==> config.mk <==
export PLATFORM = sky130hd
export DESIGN_NAME = flag_stack_unit
export DESIGN_NICKNAME = d
export VERILOG_FILES = /design/src/rtl/flag_stack_unit.sv
export SDC_FILE = /design/constraint.sdc
export NUM_CORES = 1
export LEC_CHECK = 0
export CORE_MARGIN = 1
export CORE_UTILIZATION = 59
export DETAILED_ROUTE_END_ITERATION = 8
export DONT_BUFFER_PORTS = 1
export GPL_TIMING_DRIVEN = 0
export PLACE_DENSITY_LB_ADDON = 0.1
export SETUP_SLACK_MARGIN = 0.1
export SLEW_MARGIN = 5
export SYNTH_ARGS = -nofsm -noshare
export SYNTH_HDL_FRONTEND = slang
export SYNTH_SLANG_ARGS = --single-unit
==> constraint.sdc <==
create_clock -name clk -period 2.35 [get_ports clk]
set_input_delay 0.235 -clock clk [delete_from_list [all_inputs] [get_ports clk]]
set_output_delay 0.235 -clock clk [all_outputs]
set_load 0.01 [all_outputs]
==> src/rtl/flag_stack_unit.sv <==
// Zero/negative condition flags derived from the ALU result, with a small
// LIFO that saves {z,n} on call and restores it on return.
module flag_stack_unit #(
  parameter int DATA_WIDTH = 16,
  parameter int DEPTH      = 4,
  parameter int PTR_WIDTH  = 2
) (
  input  logic                  clk,
  input  logic                  rst_n,
  input  logic [DATA_WIDTH-1:0] aluResult,
  input  logic                  flagWrite,
  input  logic                  push,
  input  logic                  pop,
  input  logic                  clearErr,
  output logic                  z,
  output logic                  n,
  output logic [PTR_WIDTH:0]    count,
  output logic                  full,
  output logic                  empty,
  output logic                  overflowErr,
  output logic                  underflowErr
);

  logic               z_q, z_d;
  logic               n_q, n_d;
  logic [PTR_WIDTH:0] count_q, count_d;
  logic               ovf_q, ovf_d;
  logic               unf_q, unf_d;
  logic [1:0]         stack_q [DEPTH];

  logic                 full_c, empty_c;
  logic                 do_push, do_pop, ovf_evt, unf_evt;
  logic [PTR_WIDTH-1:0] wr_idx, top_idx;

  assign full_c  = (count_q == (PTR_WIDTH+1)'(DEPTH));
  assign empty_c = (count_q == '0);

  // push and pop together cancel out; only a lone push/pop moves the stack
  assign do_push = push & ~pop & ~full_c;
  assign do_pop  = pop & ~push & ~empty_c;
  assign ovf_evt = push & ~pop & full_c;
  assign unf_evt = pop & ~push & empty_c;

  assign wr_idx  = count_q[PTR_WIDTH-1:0];
  assign top_idx = count_q[PTR_WIDTH-1:0] - PTR_WIDTH'(1);

  always_comb begin
    z_d     = z_q;
    n_d     = n_q;
    count_d = count_q;
    ovf_d   = ovf_q;
    unf_d   = unf_q;

    // restored flags take priority over a same-cycle flag write
    if (do_pop) begin
      z_d = stack_q[top_idx][1];
      n_d = stack_q[top_idx][0];
    end else if (flagWrite) begin
      z_d = (aluResult == '0);
      n_d = aluResult[DATA_WIDTH-1];
    end

    if (do_push) begin
      count_d = count_q + 1'b1;
    end else if (do_pop) begin
      count_d = count_q - 1'b1;
    end

    // a new error event beats a same-cycle clear
    if (clearErr) begin
      ovf_d = 1'b0;
      unf_d = 1'b0;
    end
    if (ovf_evt) ovf_d = 1'b1;
    if (unf_evt) unf_d = 1'b1;
  end

  always_ff @(posedge clk or negedge rst_n) begin
    if (!rst_n) begin
      z_q     <= 1'b0;
      n_q     <= 1'b0;
      count_q <= '0;
      ovf_q   <= 1'b0;
      unf_q   <= 1'b0;
    end else begin
      z_q     <= z_d;
      n_q     <= n_d;
      count_q <= count_d;
      ovf_q   <= ovf_d;
      unf_q   <= unf_d;
    end
  end

  // Stack contents are don't-care after reset, so entries carry no reset.
  for (genvar gi = 0; gi < DEPTH; gi++) begin : g_entry
    always_ff @(posedge clk) begin
      if (do_push && (wr_idx == PTR_WIDTH'(gi))) begin
        stack_q[gi] <= {z_q, n_q};
      end
    end
  end

  assign z            = z_q;
  assign n            = n_q;
  assign count        = count_q;
  assign full         = full_c;
  assign empty        = empty_c;
  assign overflowErr  = ovf_q;
  assign underflowErr = unf_q;

endmodule

; Yosys cells after proc, flatten, opt, wreduce, memory -nomap -nowiden
; Memory sizes are Yosys's and may differ from the RTL's.
; Index checks and enable logic that the tools add are counted.
[totals]
elab_cells = 63
ram_bits = 8
input_bits = 22
out_inout_bits = 9
reg_bits = 7
mem_count = 1
[mem_list]
columns = memory, depth, width, rd, rd_clocked_by_memory_dff, wr, line
row1 = stack_q, 4, 2, 1, 0, 1, 29  ; logic [1:0] stack_q [DEPTH];
[classes]
mux = 26
reduce_logical = 14
n_addsub = 3
eq_ne = 4
bitwise_logic = 10
[ops]
columns = operator, count
row1 = 2-to-1 mux 1 bit, 18
row2 = logical NOT 16 bit, 1
row3 = 2-to-1 mux 2 bit, 6
row4 = nonzero test 2 bit, 4
row5 = AND 1 bit, 6
row6 = 2-to-1 mux 3 bit, 2
row7 = OR reduction 2 bit, 3
row8 = == test 2 bit (second input constant), 2
row9 = logical AND 1 bit, 4
row10 = inverter 1 bit, 4
row11 = adder 3 x 1 -> 3 bit (second input constant), 1
row12 = == test 3 bit (second input constant), 1
row13 = logical NOT 3 bit, 1
row14 = subtractor 3 x 1 -> 3 bit (second input constant), 1
row15 = == test 2 x 1 -> 1 bit (second input constant), 1
row16 = logical NOT 2 bit, 1
row17 = subtractor 2 x 1 -> 2 bit (second input constant), 1

; Logic depth before layout (Yosys ltp)
; Gate-level depths: netlist of the first run.
[depth]
depth_word = 10
ltp_mapped = 10
depth_no_buf = 10

; Worst setup path before layout of the first run
; No wires, ideal clock.
[synth_timing]
kind = register to register
start = register count_q[0] (netlist: count[0])
end = register count_q[1] (netlist: count[1])
setup_slack_ns = 0.070
required_time_ns = 2.256
stages_incl_launch_ff = 11
n_path_buf = 0
arrival_time_ns = 2.186
setup_time_ns = 0.094
period_less_slack_ns = 2.280
path_cell_list = dfrtp_1 > inv_1 > ha_1 > nand2_1 > inv_2 > nor2_1 > inv_2 > fa_1 > o32a_1 > nor2_1 > a211oi_1
[synth_between]
elab_chain_cells = 4
elab_cells_between_ends = 11
classes_between = add/sub (2) / eq/ne (1) / mux (2) / bitwise (4) / reduce/logical (2)
[synth_lines]
columns = item, line
row1 = from (decl), 26  ; logic [PTR_WIDTH:0] count_q, count_d;
row2 = from (signal assigned), 88  ; count_q <= count_d;
row3 = == test 3 bit, 35  ; assign full_c = (count_q == (PTR_WIDTH+1)'(DEPTH));
row4 = named net full, 18  ; output logic full,
row5 = inverter 1 bit, 39  ; assign do_push = push & ~pop & ~full_c;
row6 = AND 1 bit, 39
row7 = 2-to-1 mux 3 bit, 63  ; if (do_push) begin
row8 = named net count_d[1], 26
; The timed path passes the listed nets, and every way through them passes these cells. The select of a mux whose other input is x is not followed.
; A chain may end at the register's enable or synchronous reset.

; Worst setup path in the final report of the first run
; Ends and elaborated chain as after synthesis.

==> results.txt, run 1 <==
outcome: finished, final reports clean
switching share of total power: 39.5%
Setup violations, final: 0
DRT Pass-1 Iters: 4
CP dominant cell by count: inv_2
Via Count: 530
Syn Area/Cell: 12.4 µm²
crit end category: register
post-synthesis adder-cell area fraction: 8.45%
ys async rst share: 46.7%
hold endpoint: underflowErr
Yosys top cell area share: 29.0%
post-synthesis mux area share: 7.84%
I/O pin total: 31
Tot Pwr: 1.06 mW
met3 wire len: 65 µm
met1 WL: 681 µm
CTS tree: done
fill cell count: 89
Mapped Cells: 67
part of the power in combinational logic: 40.1%
Clock power frac: 14.0%
Worst-path clk slew: 0.09 ns
GR Util All Layers: 22.0%
row cnt: 13
main combinational cell family by area after synthesis: simple AND/OR/NAND/NOR gates
post-synthesis net count: 94
Slew headroom: 75.1%
number of synthesized register bits: 15
Max Slew Vio Count: 0
dpl hpwl: 1080 µm
synth unique cells: 28
Initial Util: 63.8%
R2R Path Start: count[0]
R2R cell count: 9
Worst Hold Class: input port to register
synthesized cell area: 830 µm²
register area share after synthesis: 50.1%
dpl cells: 82
Peak VDD IR: 738 µV
GR Overflow Total: 0
gpl congestion: 0.827
Compound-Gate Fraction of Synth Area: 7.09%
Critical Path AT: 2.30 ns
die height: 39.5 µm
crit start category: register
Worst Path Max Fanout: 7
Max Cap Violations: 0
unrepaired setup endpoints after global routing: false
area taken by flip-flops and latches: 418 µm²
Worst Skew: 0.00612 ns
xor/xnor share of the synthesized area: 4.22%
largest cells by area after synthesis: edfxtp_1, dfrtp_1, ha_1
Leak Pwr: 0.347 nW
hold path depth: 1
P_int: 0.640 mW
Core ar.: 1300 µm²
critical path's largest stage delay: 0.57 ns
fin crit period: 2.10 ns
Sw Pwr: 0.418 mW
worst reg-to-reg setup slack: 0.25 ns
Die W: 39.5 µm
H-tree depth: 1
ratio of cells with drive above 1 in the final layout: 31.5%
DR vias/cell: 6.02
worst slew pin tran: 0.373 ns
family with the most delay on the worst path: adder cells
vias in the first global route: 464
Total Nets Final: 101
Commonest cells post-synth: edfxtp_1, dfrtp_1, inv_1
CP Class: register to register
Final Util: 71.6%
initial antenna violation count: 0
R2R Path End: count[1]
die area: 1560 µm²
Simple-Gate Fraction of Synth Area: 18.7%
detailed-route DRC error count: 0
Multi-input gate area: 419 µm²
YS warnings: 0
antenna diode count: 0
final hold violations: 0
top cell type by total area after synthesis: edfxtp_1
Critical Path RT: 2.56 ns
DRT iter0 DRCs: 6
final wirelength: 1510 µm
area delta synth->final: 12.4%
Main synth FF type: edfxtp_1
sequential power share: 45.9%
TritonCTS buffer count: 3
non-filler cells, final: 88
clk_lat worst skew: 0.28 ns
Buffers & Inverters on Critical Path: 3
CTS max path bufs: 2
wire per inst: 17.2 µm
Hold WS: 0.0455 ns
fin crit share: 89.3%
DR top layer: met4
Max Freq: 0.477 GHz
CP max stage cell: fa_2
wire length on met2: 752 µm
TritonCTS Sinks: 15
pin count of the biggest net entering global routing: 9
first-pass GRT wire length: 2110 µm
hold_sp: clearErr
PD cells: 1130 nW/µm²
ANT nets after route: 0
clk root buf: clkbuf_4
Port Buf Inserts: 0
top-count cell post-synth: edfxtp_1
Post-synth EDFFs: 8
CP Cell Sequence: inv_4, ha_4, nand2_2, inv_2, nor2_4, inv_2, fa_2, o21ai_0, a211oi_2
==> timing repair <==
action / CTS / global route
hold endpoints to repair: 7 / 0
pin swaps: 0 / 4
buffers inserted: 0 / 1
gates resized for setup: 5 / 7
hold buffers: 1 / 0
endpoints found under the setup margin: 1 / 1
==> layer usage <==
layer	GRT usage, %	vias up
li1	-	252
met5	0	-
met4	15.5	0
met1	31.5	260
met2	29.1	16
met3	3.98	2
==> cells by family after synthesis <==
group | Yosys count
buffers and inverters | 8
AOI/OAI and AO/OA | 9
and+or+nand+nor | 22
adders and majority gates | 5
xor gates and xnor gates | 4
muxes | 4
DFF | 15
==> state kept, by name, indices dropped and copies added (netlist names) <==
signal / cells
overflowErr: 1
count: 3
z: 1
underflowErr: 1
n: 1
stack_q: 8
==> power groups by stage <==
| stage | logic, mW | registers, mW | clock network, mW |
|---|---|---|---|
| after detailed placement | 0.334 | 0.480 | 0 |
| after global placement | 0.328 | 0.477 | 0 |
| after CTS | 0.354 | 0.479 | 0.151 |
| final | 0.424 | 0.486 | 0.148 |
| after global routing | 0.467 | 0.497 | 0.156 |
| after floorplan | 0.278 | 0.453 | 0 |
==> per-stage QoR <==
step                worst slack (ns)  setup TNS, ns  instance area, µm²
finish                         0.252              0                 932
global route                   0.112              0                 932
CTS                            0.135              0                 897
detailed placement           -0.0700        -0.0700                 850
global placement             -0.0496        -0.0496                 850
floorplan                      0.173              0                 831
==> cells in the final DEF (no fill, tap or decap), drive strengths merged, types with 2 or more instances in the layout <==
| master | n |
|---|---|
| a21oi | 2 |
| nor4 | 2 |
| o22ai | 2 |
| xnor2 | 3 |
| edfxtp | 8 |
| nor2 | 5 |
| ha | 4 |
| dfrtp | 7 |
| nand2b | 5 |
| inv | 8 |
| and2 | 3 |
| clkbuf | 4 |
| mux4 | 2 |
| mux2i | 2 |
| nand2 | 2 |
==> worst max-delay path by stage <==
stage	cells after the start	endpoint	from
floorplan	10	count[1]	count[1]
global placement	10	count[1]	count[1]
detailed placement	10	count[1]	count[1]
CTS	10	count[1]	count[0]
global route	10	count[1]	count[0]
finish	9	count[1]	count[0]
==> layout make-up <==
type	count	area share [%]
Clock buffer	4	2.82
Sequential cell	15	44.8
Inverter	8	3.49
Timing Repair Buffer	2	1.88
Tap cell	15	2.01
Multi-Input combinational cell	44	45.0
Power figures use the tool's default switching activity.
==> run 2, diff against run 1 <==
==> constraint.sdc (replaced) <==
create_clock -name clk -period 2.1 [get_ports clk]
set_input_delay 0.21 -clock clk [delete_from_list [all_inputs] [get_ports clk]]
set_output_delay 0.21 -clock clk [all_outputs]
set_load 0.01 [all_outputs]
==> run 2 against run 1 <==
Effect of this change: via count grew 1.7%; clock skew shrank 0.0030 ns; clock-buffer cell count shrank 1; wire length grew 3.3%; power grew 15%; die area is the same; final cell count grew 1.1%.
==> results.txt, run 2 (synthesis results as in run 1) <==
outcome: finished, final reports clean
GR Util All Layers: 24.1% (+2.1 points)
worst reg-to-reg setup slack: 0.08 ns (-0.17 ns)
Worst Hold Class: input port to register
R2R cell count: 9 (unchanged)
I/O pin total: 31 (unchanged)
GR Overflow Total: 0 (unchanged)
DRT iter0 DRCs: 10 (+4)
Critical Path AT: 2.18 ns (-0.12 ns)
Initial Util: 63.8% (unchanged)
Tot Pwr: 1.22 mW (+15%)
clk root buf: clkbuf_4
die area: 1560 µm² (unchanged)
vias in the first global route: 506 (+9.1%)
ANT nets after route: 0 (unchanged)
crit start category: register
critical path's largest stage delay: 0.54 ns (-0.03 ns)
Worst-path clk slew: 0.09 ns (about the same)
fin crit share: 96.2% (+6.9 points)
Max Freq: 0.495 GHz (+3.9%)
R2R Path Start: count[0]
CTS tree: done
hold_sp: clearErr
Die W: 39.5 µm (unchanged)
gpl congestion: 0.843 (+2.0%)
pin count of the biggest net entering global routing: 10 (+1)
Port Buf Inserts: 0 (unchanged)
TritonCTS buffer count: 3 (unchanged)
hold path depth: 1 (unchanged)
number of flip-flops in the largest register: 8 (unchanged)
CP max stage cell: dfrtp_2
detailed-route DRC error count: 0 (unchanged)
most frequent cells in the layout: edfxtp_1, nand2b_1, dfrtp_1
DP Area: 873 µm² (+2.8%)
Peak VDD IR: 834 µV (+13%)
dpl hpwl: 1150 µm (+5.7%)
antenna diode count: 0 (unchanged)
DR vias/cell: 6.06 (+0.56%)
fin crit period: 2.02 ns (-0.0790 ns)
H-tree depth: 1 (unchanged)
Slew headroom: 72.9% (-2.1 points)
PD cells: 1290 nW/µm² (+14%)
Max Cap Violations: 0 (unchanged)
Critical Path RT: 2.26 ns (-0.30 ns)
CP Cell Sequence: inv_4, ha_4, nand2_4, inv_4, nor2_4, inv_2, fa_1, o31ai_2, a211oi_2
Leak Pwr: 0.361 nW (+4.1%)
TritonCTS Sinks: 15 (unchanged)
Setup violations, final: 0 (unchanged)
post-route cell area: 946 µm² (+1.5%)
Core ar.: 1300 µm² (unchanged)
wire per inst: 17.6 µm (+2.1%)
CP Class: register to register
CP dominant cell by count: inv_4
most common cell after layout, fill and taps aside: edfxtp_1
ratio of cells with drive above 1 in the final layout: 32.4% (+0.93 points)
Via Count: 539 (+1.7%)
final wirelength: 1560 µm (+3.3%)
Max Slew Vio Count: 0 (unchanged)
CTS max path bufs: 2 (unchanged)
area delta synth->final: 14.0%
Worst Skew: 0.00311 ns (-0.00301 ns)
hold endpoint: underflowErr
DRT Pass-1 Iters: 4 (unchanged)
Top reg by flops: stack_q
final hold violations: 0 (unchanged)
clk_lat worst skew: 0.29 ns (about the same)
R2R Path End: count[1]
die height: 39.5 µm (unchanged)
crit end category: register
Total Nets Final: 102 (+0.99%)
unrepaired setup endpoints after global routing: true
Worst Path Max Fanout: 7 (unchanged)
worst slew pin tran: 0.406 ns (+0.0333 ns)
row cnt: 13 (unchanged)
initial antenna violation count: 0 (unchanged)
first-pass GRT wire length: 2350 µm (+11%)
## run 2: changes by cell type in the layout (fill, tap and decap cells not counted), sizes merged
cell	change
buf	+1
clkbuf	-1
clkinv	+1
## run 2: worst max-delay path, delay by kind of cell (launching register included)
| kind | cells | cell delay (ns) |
|---|---|---|
| DFF | 1 | 0.54 |
| and+or+nand+nor | 2 | 0.19 |
| adders and majority gates | 2 | 0.65 |
| buffers and inverters | 3 | 0.17 |
| AOI/OAI and AO/OA | 2 | 0.34 |
## run 2: power by group
group / internal (mW) / switching [mW] / leakage, nW / total, mW
logic: 0.260 / 0.244 / 0.186 / 0.504
registers: 0.401 / 0.148 / 0.157 / 0.548
clock network: 0.0709 / 0.0975 / 0.0177 / 0.168
total: 0.731 / 0.489 / 0.361 / 1.22
## run 2: routing by layer
layer  vias up  track usage [%]  wire (µm)
met5         -                0          0
met4         0             9.48         19
met3         4             8.52        134
met2        27             37.7        779
met1       249             29.8        629
li1        259                -          -
## run 2: worst max-delay path by stage
stage / startpoint / endpoint / slack [ns] / depth (start not counted)
2_1_floorplan: count[0] / count[1] / 0.13 / 10
3_3_place_gp: count[0] / count[1] / -0.009 / 10
3_5_place_dp: count[0] / count[1] / -0.06 / 10
4_1_cts: count[0] / count[1] / 0.01 / 10
5_1_grt: count[0] / count[1] / -0.07 / 10
6_report: count[0] / count[1] / 0.08 / 9
## run 2: what timing repair did
action                                  CTS  global route
buffers inserted                          2             0
hold buffers                              1             0
endpoints found under the hold margin     7             0
resized for setup                         4             2
pin swaps                                 5             1
endpoints found under the setup margin    1             1
## run 2: cell type report
class,instances,area (µm²)
clock inverters,1,5.00
well taps,15,18.8
repair buffers,3,25.0
fillers,79,355
clock buffers,3,22.5
inverters,8,35.0
multi-input cells,44,422
flip-flops and latches,15,418
## run 2: per-stage QoR
stage               hold WS (ns)  utilization (%)  setup WS, ns  cells  setup TNS, ns
global route              0.0153             72.7       -0.0668     89        -0.0668
CTS                       0.0219             71.9        0.0114     89              0
detailed placement       -0.0854             67.1       -0.0631     82        -0.0631
finish                    0.0203             72.7        0.0806     89              0
global placement         -0.0855             67.1      -0.00890     82       -0.00890
floorplan                -0.0856                -         0.129     67              0
==> run 3, diff against run 2 <==
--- a/config.mk
+++ b/config.mk
@@ -5,6 +5,7 @@
 export SDC_FILE = /design/constraint.sdc
 export NUM_CORES = 1
 export LEC_CHECK = 0
+export ABC_AREA = 1
 export CORE_MARGIN = 1
 export CORE_UTILIZATION = 59
 export DETAILED_ROUTE_END_ITERATION = 8
==> run 3 against run 2 <==
Effect of this change: die area rose by 3.7%; global-route usage fell by 0.89 points; clock-buffer cell count grew 1; final area up 2.1%; non-clock buffer count up 2; power rose by 0.39%; sequential power fell by 4.2%; final cell count is 31% higher; sequential share of layout area decreased by 0.92 points; core utilization shrank 0.27 points; via count rose by 14%; critical endpoint is now count[2]; largest power group is now combinational logic.
==> results.txt, run 3 <==
outcome: finished, final reports clean
TritonCTS Sinks: 15 (unchanged)
GR Util All Layers: 23.2% (-0.89 points)
DP Area: 881 µm² (+0.86%)
register area share after synthesis: 48.2% (-1.9 points)
clk_lat worst skew: 0.28 ns (about the same)
ys async rst share: 46.7% (unchanged)
xor/xnor share of the synthesized area: 1.89% (-2.3 points)
die area: 1620 µm² (+3.7%)
Main synth FF type: edfxtp_1
PD cells: 1270 nW/µm² (-1.7%)
top cell type by total area after synthesis: edfxtp_1
Max Slew Vio Count: 0 (unchanged)
GR Overflow Total: 0 (unchanged)
dpl hpwl: 1130 µm (-1.1%)
Core ar.: 1330 µm² (+2.5%)
main combinational cell family by area after synthesis: simple AND/OR/NAND/NOR gates
CTS tree: done
Setup Total Neg Slack: 0 ns (unchanged)
die height: 40.2 µm (+1.8%)
Peak VDD IR: 554 µV (-34%)
worst slew pin tran: 0.370 ns (-0.0363 ns)
area delta synth->final: 12.0%
H-tree depth: 1 (unchanged)
Syn Area/Cell: 9.17 µm² (-26%)
Compound-Gate Fraction of Synth Area: 8.56% (+1.5 points)
Worst Path Max Fanout: 5 (-2)
crit start category: register
clk root buf: clkbuf_4
ratio of cells with drive above 1 in the final layout: 20.6% (-12 points)
Worst-path clk slew: 0.09 ns (about the same)
CP Class: register to register
detailed-route DRC error count: 0 (unchanged)
synth unique cells: 21 (-25%)
most common cell after layout, fill and taps aside: nor2_1
Mapped Cells: 94 (+40%)
fin crit period: 1.88 ns (-0.136 ns)
Initial Util: 64.6% (+0.88 points)
post-route cell area: 966 µm² (+2.1%)
CP Cell Sequence: buf_6, inv_2, ha_4, nand2_4, nand3_4, fa_1, inv_1, nand4_1, o211ai_1, nand2_1
Slew headroom: 75.3% (+2.3 points)
YS warnings: 0 (unchanged)
crit end category: register
antenna diode count: 0 (unchanged)
Max Freq: 0.531 GHz (+7.2%)
vias in the first global route: 559 (+10%)
Simple-Gate Fraction of Synth Area: 24.8% (+6.1 points)
Commonest cells post-synth: nor2_1, nand2_1, inv_1
post-synthesis net count: 121 (+29%)
Critical Path RT: 2.28 ns (+0.02 ns)
Buffers & Inverters on Critical Path: 3 (unchanged)
CP max stage cell: dfrtp_2
Worst Skew: 0.00729 ns (+0.00418 ns)
Max Cap Violations: 0 (unchanged)
Die W: 40.2 µm (+1.8%)
largest cells by area after synthesis: edfxtp_1, dfrtp_1, nor2_1
wire per inst: 13.1 µm (-25%)
DRT Pass-1 Iters: 2 (-2)
number of flip-flops in the largest register: 8 (unchanged)
critical path's largest stage delay: 0.46 ns (-0.08 ns)
row cnt: 13 (unchanged)
initial antenna violation count: 0 (unchanged)
pin count of the biggest net entering global routing: 9 (-1)
most frequent cells in the layout: nor2_1, nand2_1, inv_1
Yosys top cell area share: 27.9% (-1.1 points)
post-synthesis mux area share: 0% (-7.8 points)
number of synthesized register bits: 15 (unchanged)
Top reg by flops: stack_q
synthesized cell area: 862 µm² (+3.9%)
I/O pin total: 31 (unchanged)
family with the most delay on the worst path: adder cells
unrepaired setup endpoints after global routing: false
Setup violations, final: 0 (unchanged)
TritonCTS buffer count: 3 (unchanged)
CTS max path bufs: 2 (unchanged)
gpl congestion: 0.715 (-15%)
ANT nets after route: 0 (unchanged)
Total Nets Final: 130 (+27%)
Critical Path AT: 2.06 ns (-0.12 ns)
first-pass GRT wire length: 2300 µm (-2.0%)
Via Count: 613 (+14%)
Post-synth EDFFs: 8 (unchanged)
DRT iter0 DRCs: 9 (-1)
Leak Pwr: 0.427 nW (+18%)
DR vias/cell: 5.24 (-13%)
final hold violations: 0 (unchanged)
final wirelength: 1530 µm (-2.0%)
post-synthesis adder-cell area fraction: 8.13% (-0.32 points)
top-count cell post-synth: nor2_1
fin crit share: 89.7% (-6.5 points)
Worst Hold Class: input port to register
Port Buf Inserts: 0 (unchanged)
run 3: cell count changes after synthesis, moves of 3 or more:
cell      before  now
and2_1         3    0
inv_1          6   12
nand2_1        2   15
nand2b_1       5    0
nor2_1         5   22
o211ai_1       0    3
xnor2_1        3    0
run 3: cell type report:
class	instances	area [µm²]
timing repair buffer	4	35.0
inverter	17	65.1
clock buffer	4	26.3
tap	15	18.8
buffer	1	11.3
multi-input combinational	61	392
fill	107	368
sequential	15	418
run 3: logic make-up after synthesis:
| logic type | after synthesis |
|---|---|
| AND/OR/NAND/NOR | 44 |
| buffers and inverters | 18 |
| flip-flops | 15 |
| AO/OA/AOI/OAI | 11 |
| adder cells (fa/ha/maj) | 5 |
| XOR/XNOR | 1 |
run 3: through the flow:
step / hold WS [ns] / utilization [%] / instances / setup WS (ns) / total power, mW
3_3_place_gp: -0.0854 / 66.0 / 109 / -0.0593 / 0.962
4_1_cts: 0.0109 / 69.9 / 115 / 0.131 / 1.17
3_5_place_dp: -0.0854 / 66.0 / 109 / -0.120 / 0.980
5_1_grt: 0.00155 / 72.4 / 117 / 0.0966 / 1.33
6_report: 0.0282 / 72.4 / 117 / 0.216 / 1.23
2_1_floorplan: -0.0856 / - / 94 / 0.107 / 0.879
run 3: worst register-to-register path, cell delays in order (launching register included):
cell      delay [ns]
dfrtp_2         0.46
buf_6           0.15
inv_2           0.07
ha_4            0.18
nand2_4         0.09
nand3_4         0.08
fa_1            0.36
inv_1           0.10
nand4_1         0.12
o211ai_1        0.10
nand2_1         0.06
run 3: worst paths after layout:
check	startpoint	end	slack, ns	cells past startpoint
max in group asynchronous	rst_n	count[1]	1.55	1
min in group asynchronous	rst_n	count[0]	0.27	1
worst max register to register	count[0]	count[2]	0.22	10
worst max-delay path	count[0]	count[2]	0.22	10
worst min-delay path	push	underflowErr	0.03	1
worst min register to register	underflowErr	underflowErr	0.59	2
run 3: where the power goes:
group          total, mW  switching, mW  internal (mW)
sequential         0.525          0.120          0.405
clock              0.164         0.0905         0.0736
combinational      0.536          0.304          0.232
run 3: routing by layer:
layer  part of all wire, %  GRT usage [%]  up-vias
met3                   4.6           7.22        4
met5                     0              0        -
met4                   1.9           15.0        0
met1                    45           28.1      271
met2                    48           35.5       22
li1                      -              -      316
run 3: timing repair:
| action | 4_1_cts | 5_1_grt |
|---|---|---|
| buffers inserted | 1 | 1 |
| hold buffers | 1 | 1 |
| endpoints found under the hold margin | 7 | 1 |
| endpoints found under the setup margin | 2 | 1 |
| resized for setup | 3 | 3 |
| pin swaps | 1 | 0 |
